==> config.mk <==
export PLATFORM = sky130hd
export DESIGN_NAME = ct_spsram_256x54_arb
export DESIGN_NICKNAME = d
export VERILOG_FILES = /design/src/rtl/ct_spsram_256x54_arb.sv
export SDC_FILE = /design/constraint.sdc
export NUM_CORES = 1
export LEC_CHECK = 0
export BUFFER_PORTS_ARGS = -buffer_cell sky130_fd_sc_hd__buf_2
export CAP_MARGIN = 20
export CORE_AREA = 2 2 120 122
export CTS_CLUSTER_SIZE = 30
export DETAILED_ROUTE_END_ITERATION = 10
export DIE_AREA = 0 0 122 124
export SYNTH_ARGS = -nofsm -noshare
export SYNTH_HDL_FRONTEND = slang
export SYNTH_SLANG_ARGS = --single-unit
==> constraint.sdc <==
create_clock -name forever_cpuclk -period 1.95 [get_ports forever_cpuclk]
set_input_delay 0.39 -clock forever_cpuclk [delete_from_list [all_inputs] [get_ports forever_cpuclk]]
set_output_delay 0.39 -clock forever_cpuclk [all_outputs]
set_load 0.005 [all_outputs]
==> src/rtl/ct_spsram_256x54_arb.sv <==
// ct_spsram_256x54_arb
// Access controller for a 256x54 single-port SRAM macro. Sweeps the array to
// zero after reset / flush, then arbitrates the single port between a write
// requester (priority) and a read requester (forced to win after STARVE_MAX
// consecutive blocked cycles). Grants and SRAM pins are combinational from the
// requests; read data returns one cycle after the read grant.
// Optional feature macro: CT_SPSRAM_ARB_INIT_EN (init sweep + flush_req).
// With the macro undefined, reset enters IDLE, then RUN; busy is tied low.
module ct_spsram_256x54_arb #(
  parameter int IDX_W      = 8,
  parameter int DATA_W     = 54,
  parameter int STARVE_MAX = 3
) (
  input  logic              forever_cpuclk,
  input  logic              cpurst_b,
  input  logic              flush_req,
  input  logic              wr_req,
  input  logic [IDX_W-1:0]  wr_idx,
  input  logic [DATA_W-1:0] wr_data,
  input  logic [1:0]        wr_hmask,
  output logic              wr_gnt,
  input  logic              rd_req,
  input  logic [IDX_W-1:0]  rd_idx,
  output logic              rd_gnt,
  output logic              rd_vld,
  output logic [DATA_W-1:0] rd_data,
  output logic              busy,
  output logic [IDX_W-1:0]  sram_a,
  output logic              sram_cen,
  output logic              sram_gwen,
  output logic [DATA_W-1:0] sram_wen,
  output logic [DATA_W-1:0] sram_d,
  input  logic [DATA_W-1:0] sram_q
);

  localparam int         HALF_W     = DATA_W / 2;
  localparam logic [1:0] STARVE_LIM = 2'(STARVE_MAX);

  typedef enum logic [1:0] {
    ST_IDLE = 2'd0,
    ST_INIT = 2'd1,
    ST_RUN  = 2'd2
  } state_e;

  state_e              state_q, state_d;
  logic [1:0]          starve_cnt_q, starve_cnt_d;
  logic                rd_pend_q, rd_pend_d;
  logic [DATA_W-1:0]   rd_data_q, rd_data_d;
  logic [IDX_W-1:0]    a_hold_q, a_hold_d;

`ifdef CT_SPSRAM_ARB_INIT_EN
  localparam state_e RST_STATE = ST_INIT;
  logic [IDX_W-1:0]    init_cnt_q, init_cnt_d;
`else
  localparam state_e RST_STATE = ST_IDLE;
  // flush has no meaning without the sweep; keep it visibly consumed.
  logic                unused_flush;
  assign unused_flush = flush_req;
`endif

  // Next state, sweep counter and same-cycle write-priority arbitration.
  always_comb begin
    state_d = state_q;
    wr_gnt  = 1'b0;
    rd_gnt  = 1'b0;
    busy    = 1'b0;
`ifdef CT_SPSRAM_ARB_INIT_EN
    init_cnt_d = init_cnt_q;
`endif
    case (state_q)
      ST_IDLE: state_d = ST_RUN;
`ifdef CT_SPSRAM_ARB_INIT_EN
      ST_INIT: begin
        busy       = 1'b1;
        init_cnt_d = init_cnt_q + 1'b1;
        if (flush_req) begin
          init_cnt_d = '0;
        end else if (init_cnt_q == '1) begin
          state_d = ST_RUN;
        end
      end
`endif
      ST_RUN: begin
        // A starved read overrides write priority for exactly one grant.
        if (wr_req && !(rd_req && (starve_cnt_q == STARVE_LIM))) begin
          wr_gnt = 1'b1;
        end else if (rd_req) begin
          rd_gnt = 1'b1;
        end
`ifdef CT_SPSRAM_ARB_INIT_EN
        // The grant above still completes; the sweep starts next cycle.
        if (flush_req) begin
          state_d    = ST_INIT;
          init_cnt_d = '0;
        end
`endif
      end
      default: state_d = RST_STATE;
    endcase
  end

  // SRAM pin drive; address is parked on its last value when the port is idle.
  always_comb begin
    sram_cen  = 1'b1;
    sram_gwen = 1'b1;
    sram_wen  = '1;
    sram_d    = '0;
    sram_a    = a_hold_q;
    if (wr_gnt) begin
      sram_cen  = 1'b0;
      sram_gwen = 1'b0;
      sram_wen  = {{HALF_W{~wr_hmask[1]}}, {HALF_W{~wr_hmask[0]}}};
      sram_d    = wr_data;
      sram_a    = wr_idx;
    end else if (rd_gnt) begin
      sram_cen  = 1'b0;
      sram_a    = rd_idx;
    end
`ifdef CT_SPSRAM_ARB_INIT_EN
    // Reset keeps the macro deselected even though the state already reads INIT.
    else if ((state_q == ST_INIT) && cpurst_b) begin
      sram_cen  = 1'b0;
      sram_gwen = 1'b0;
      sram_wen  = '0;
      sram_a    = init_cnt_q;
    end
`endif
  end

  // Consecutive blocked-read counter, saturating at the starvation limit.
  always_comb begin
    starve_cnt_d = starve_cnt_q;
    if (!rd_req || rd_gnt) begin
      starve_cnt_d = '0;
    end else if ((state_q == ST_RUN) && (starve_cnt_q != STARVE_LIM)) begin
      starve_cnt_d = starve_cnt_q + 2'd1;
    end
  end

  // Read return: macro output is presented the cycle after the grant and held.
  always_comb begin
    rd_pend_d = rd_gnt;
    rd_data_d = rd_pend_q ? sram_q : rd_data_q;
    a_hold_d  = sram_a;
  end

  assign rd_vld  = rd_pend_q;
  assign rd_data = rd_data_d;

  // Control and hold registers.
  always_ff @(posedge forever_cpuclk or negedge cpurst_b) begin
    if (!cpurst_b) begin
      state_q      <= RST_STATE;
      starve_cnt_q <= '0;
      rd_pend_q    <= 1'b0;
      rd_data_q    <= '0;
      a_hold_q     <= '0;
`ifdef CT_SPSRAM_ARB_INIT_EN
      init_cnt_q   <= '0;
`endif
    end else begin
      state_q      <= state_d;
      starve_cnt_q <= starve_cnt_d;
      rd_pend_q    <= rd_pend_d;
      rd_data_q    <= rd_data_d;
      a_hold_q     <= a_hold_d;
`ifdef CT_SPSRAM_ARB_INIT_EN
      init_cnt_q   <= init_cnt_d;
`endif
    end
  end

endmodule

* After elaboration in Yosys (flattened, before gate mapping)
Index checks and enable logic that the tools add are counted.
** Cells by class
- $add $sub $neg :: 1
- Eq/ne operators :: 3
- Mux-type cells :: 16
- Bitwise gates (word level) :: 2
- Reduce and logical (&&, ||, !) cells :: 8
** Operators by type and width (count)
- 54-bit two-way mux :: 3
- 8-bit two-way mux :: 2
- 1-bit two-way mux :: 8
- 2-bit equality test, second input constant :: 2
- 2-bit two-way mux :: 2
- 2-bit case mux with 2 select lines :: 1
- 1-bit logical AND :: 3
- 2-bit by 1-bit adder with 2-bit output, second input constant :: 1
- 1-bit zero test :: 2
- 2-bit zero test :: 1
- 2-bit != test, second input constant :: 1
- 1-bit inverter :: 2
- 2-bit nonzero test :: 1
- 1-bit logical OR :: 1
** Storage, ports and cells
- Bits in registers :: 67
- Input bits :: 131
- Word-level logic and storage cells :: 35

* Depth between registers and ports, before layout
- Depth in word-level cells :: 8
- Gate-level depth with buffers :: 6

* Least setup slack after synthesis
Ideal clock, no wire load.
- Path kind :: register -> output
- From :: register starve_cnt_q[0]
- To :: output port sram_wen[10]
- Data arrival time :: 1740 ps
- Setup slack :: -180 ps
- Cell stages (with the launch flop) :: 7
- Buffers on the path :: 3
- Path through :: dfrtp_1 -> ha_1 -> a21oi_2 -> buf_4 -> buf_6 -> nand2_1 -> buf_4
** Between the ends
- Longest elaborated chain between the ends :: 7
** Ends and longest elaborated chain
- from (decl) :: RTL line 46 : logic [1:0] starve_cnt_q, starve_cnt_d;
- from (signal assigned) :: RTL line 163 : starve_cnt_q <= starve_cnt_d;
- 2-bit equality test :: RTL line 85 : if (wr_req && !(rd_req && (starve_cnt_q == STARVE_LIM))) begin
- 1-bit logical AND :: RTL line 85
- 1-bit zero test :: RTL line 85
- 1-bit logical AND :: RTL line 85
- 1-bit two-way mux :: RTL line 85
- 1-bit two-way mux :: RTL line 70 : case (state_q)
- named net wr_gnt :: RTL line 21 : output logic wr_gnt,
- 54-bit two-way mux :: RTL line 109 : if (wr_gnt) begin
- to (decl) :: RTL line 31 : output logic [DATA_W-1:0] sram_wen,
The timed path passes the listed nets, and every way through them passes these cells.

* Worst setup path in the final report
- From :: register starve_cnt_q[0]
- To :: output port sram_a[6]
** Between the ends
- Longest elaborated chain between the ends :: 8
** Ends and longest elaborated chain
- 2-bit equality test * :: RTL line 85
- 1-bit logical AND * :: RTL line 85
- 1-bit zero test * :: RTL line 85
- 1-bit logical AND * :: RTL line 85
- 1-bit two-way mux :: RTL line 85
- 1-bit two-way mux :: RTL line 70
- 8-bit two-way mux :: RTL line 115 : end else if (rd_gnt) begin
- 8-bit two-way mux * :: RTL line 109
- to (decl) :: RTL line 28 : output logic [IDX_W-1:0] sram_a,
Every way passes the cells marked *; elsewhere a longest branch is shown, timed or not.

==> summary.txt <==
Result of the run - finished, violations left
Violations in the final reports - negative setup slack
Count of cell types in the netlist - 23
Worst reg-to-reg setup slack - 0.36 ns
Floorplan die area - 15100 sq um
Synthesized cell area - 3430 sq um
Die Y - 124 microns
Setup-violating endpoint count in the final report - 119
Number of top-level pins - 307
Capture point of the worst reg-to-reg path - a_hold_q[6]
Classification of the worst-slack hold path - primary input to async pin
Power Dens Cells - 812 nW/um^2
Post-layout total power - 4.73 mW
Largest net degree at the start of global routing - 67
Worst-case hold slack - 0.0766 ns
Setup repair after global routing missed its margin - true
Upper clock frequency limit - 472 MHz
Critical-path maximum fanout - 5
Number of sinks driven by the clock tree - 66
Startpoint of the most critical register-to-register path - starve_cnt_q[0]
Starting Density - 25.0%
Number of enable flip-flop cells after synthesis - 0
Vias in the first global route - 3084
Critical Path Slowest Stage Cell - sky130_fd_sc_hd__dfrtp_1
Number of endpoints with negative hold slack in the final report - 0
Remaining DRCs - 0
Number of antenna-violating nets in the routed design - 0
Crit path setup slack, layout - -0.170 ns
Clock skew - 0.00310 ns
Placement Rows - 43
Critical path cell sequence - ha_4 -> a21oi_4 -> buf_6 -> mux2i_2 -> buf_2
Clock tree from TritonCTS - done
Syn nets - 425
Max incr delay on CP - 0.40 ns
Worst Setup Start Kind - flop
TritonCTS Buffers - 9
Endpoint kind of the worst setup timing path - output port
Min Clock Period, post-route - 2.12 ns
Post-detailed-placement half-perimeter wirelength - 8670 microns
DIE WIDTH - 122 microns
Global route overflow - 0
Iteration-0 DRC Markers - 73
Clock insertion delay at the later pin of the skew report - 0.32 ns
Global routing usage summed across all routing layers - 14.2%
Final Routed Wirelength - 11700 microns
Number of synthesis warnings - 0
Core footprint - 13700 sq um
Number of cells on the worst reg-to-reg path - 8
Routed via count - 3198
Wire length of the first global-routing pass - 16200 microns
Number of detailed-route iterations in the first pass - 4
Average instance area after synthesis - 11.7 sq um
Inst Count DP - 717
Mean routed wirelength per cell - 15.5 microns
Number of antenna violations at the first check in global routing - 4
Top post-synthesis cells by area - sky130_fd_sc_hd__dfrtp_1 48%, sky130_fd_sc_hd__mux2_2 18%, sky130_fd_sc_hd__buf_4 12%
Area occupied by multi-input gates - 1410 sq um
Clock input transition at the sequential cells of the worst setup and hold paths - 0.05 ns
Number of flip-flops and latches in the synthesized netlist - 66
Gate Count Post-Synth - 293
CTS hold repair buffers - 0
Max Root-Sink Buffers - 2
Worst slack at placement - 0.0217 ns
Fraction of layout instances using a drive strength above 1 - 75.3%
Type of the worst setup path - flop to output port
Max rail drop VDD - 0.561 mV
Port Buffers - 304
Max-capacitance violation count - 0
Post-synthesis async set-or-reset flop share - 100%
Portion of the post-synthesis area used by sequential elements - 48.1%
Storage element area - 1650 sq um
Via-per-instance ratio - 4.22
Layout Nets - 703
Most frequently used cell type in the post-synthesis netlist - sky130_fd_sc_hd__dfrtp_1
WP data required - 1.56 ns
Endpoint arrival time on the critical path - 1.73 ns
CTS H-tree lvls - 3
Final weighted congestion in routability-driven placement - 0.741
Synthesis-to-layout area growth - 69.6%
Synth top area share - 48.1%
Root buffer cell - sky130_fd_sc_hd__clkbuf_16
Fillers - 1307
Leak Pwr - 3.00 nW
Synth area leader - sky130_fd_sc_hd__dfrtp_1
Most instantiated cells after synthesis - 66 x sky130_fd_sc_hd__dfrtp_1, 54 x sky130_fd_sc_hd__and2_1, 54 x sky130_fd_sc_hd__buf_4, 54 x sky130_fd_sc_hd__mux2_2
Final std cells w/o fill - 757
Period utilisation layout - 109%
Max Slew Vio Count - 0
Commonest register cell after synthesis - sky130_fd_sc_hd__dfrtp_1
state kept, by name, summed over array words and instances (netlist names):
name,flops
a_hold_q,8
rd_vld,1
starve_cnt_q,2
rd_data_q,54
state_q,1
metrics by stage:
step / utilization (%) / instance area [sq um] / setup TNS (ns)
3_3_place_gp: 35.2 / 4830 / 0
3_5_place_dp: 35.2 / 4830 / 0
6_report: 42.4 / 5820 / -13.79
2_1_floorplan: - / 3430 / -9.35
5_1_grt: 42.4 / 5820 / -23.81
4_1_cts: 41.7 / 5710 / -21.69
how the worst max path moves through the flow:
stage	depth (start not counted)	to	startpoint	slack, ns
2_1_floorplan	6	sram_wen[10]	starve_cnt_q[0]	-0.18
6_report	5	sram_a[6]	starve_cnt_q[0]	-0.17
5_1_grt	5	sram_a[6]	starve_cnt_q[0]	-0.25
3_3_place_gp	5	sram_a[0]	starve_cnt_q[0]	0.09
4_1_cts	6	sram_a[4]	starve_cnt_q[0]	-0.25
3_5_place_dp	5	sram_a[0]	starve_cnt_q[0]	0.02
critical path: cells and delay by family, from the launching register on:
family	cells	cell delay, ns
buffers and inverters	2	0.37
muxes	1	0.25
AOI/OAI and AO/OA	1	0.19
DFF	1	0.40
adders and majority gates	1	0.19
routing by layer:
metal,track usage [%],routed length (microns)
met1,14.2,3950
met2,28.0,6700
met3,3.48,872
met4,5.46,193
met5,0,0
placed cells by master, fill, tap and decap left out, types with 2 or more instances in the layout:
cell                        synthesis  layout
sky130_fd_sc_hd__buf_2              9     278
sky130_fd_sc_hd__dfrtp_1           66      65
sky130_fd_sc_hd__mux2_2            54      54
sky130_fd_sc_hd__and2_1            54      40
sky130_fd_sc_hd__buf_6              4      33
sky130_fd_sc_hd__and2_4             0      14
sky130_fd_sc_hd__clkbuf_16          0      12
sky130_fd_sc_hd__buf_4             54      11
sky130_fd_sc_hd__inv_1              9       9
sky130_fd_sc_hd__a21o_1             8       8
sky130_fd_sc_hd__o31ai_1            8       7
sky130_fd_sc_hd__buf_12             0       7
sky130_fd_sc_hd__mux2i_4            0       4
sky130_fd_sc_hd__mux2i_2            0       3
sky130_fd_sc_hd__bufinv_16          0       3
sky130_fd_sc_hd__nand2_1            4       2
sky130_fd_sc_hd__nand2_8            0       2
sky130_fd_sc_hd__conb_1             2       2
sky130_fd_sc_hd__clkbuf_8           0       2
sky130_fd_sc_hd__buf_16             0       2
sky130_fd_sc_hd__buf_8              0       2
layout make-up:
type                    instances  area share, %
diodes                          1         0.0430
clock buffers                  12           4.40
clock inverters                 4           1.68
inverters                       9          0.580
flip-flops and latches         66           28.4
repair buffers                336           36.9
multi-input cells             149           24.2
well taps                     180           3.87
power by group:
part	total [mW]	switching, mW	internal, mW
Sequential	1.68	0.0660	1.61
Clock	1.88	0.561	1.32
Combinational	1.17	0.488	0.682
cells by family (layout without fill, tap and decap cells):
logic type / count (synthesis) / count (layout) / synth area share [%]
AND/OR/NAND/NOR: 63 / 63 / 11.1
multiplexers: 62 / 62 / 20.0
flip-flops: 66 / 66 / 48.1
AO/OA/AOI/OAI: 21 / 21 / 4.56
buffers and inverters: 78 / 361 / 15.6
adder cells (fa/ha/maj): 1 / 1 / 0.364
other: 2 / 3 / 0.219
what timing repair did:
| item | CTS | global route |
|---|---|---|
| setup buffers | 15 | 4 |
| pin swaps | 12 | 2 |
| hold endpoints to repair | 0 | 0 |
| cloned | 5 | 3 |
| setup endpoints to repair | 118 | 173 |
| resized for setup | 63 | 18 |
No activity file was read; power rests on OpenSTA's default activity.
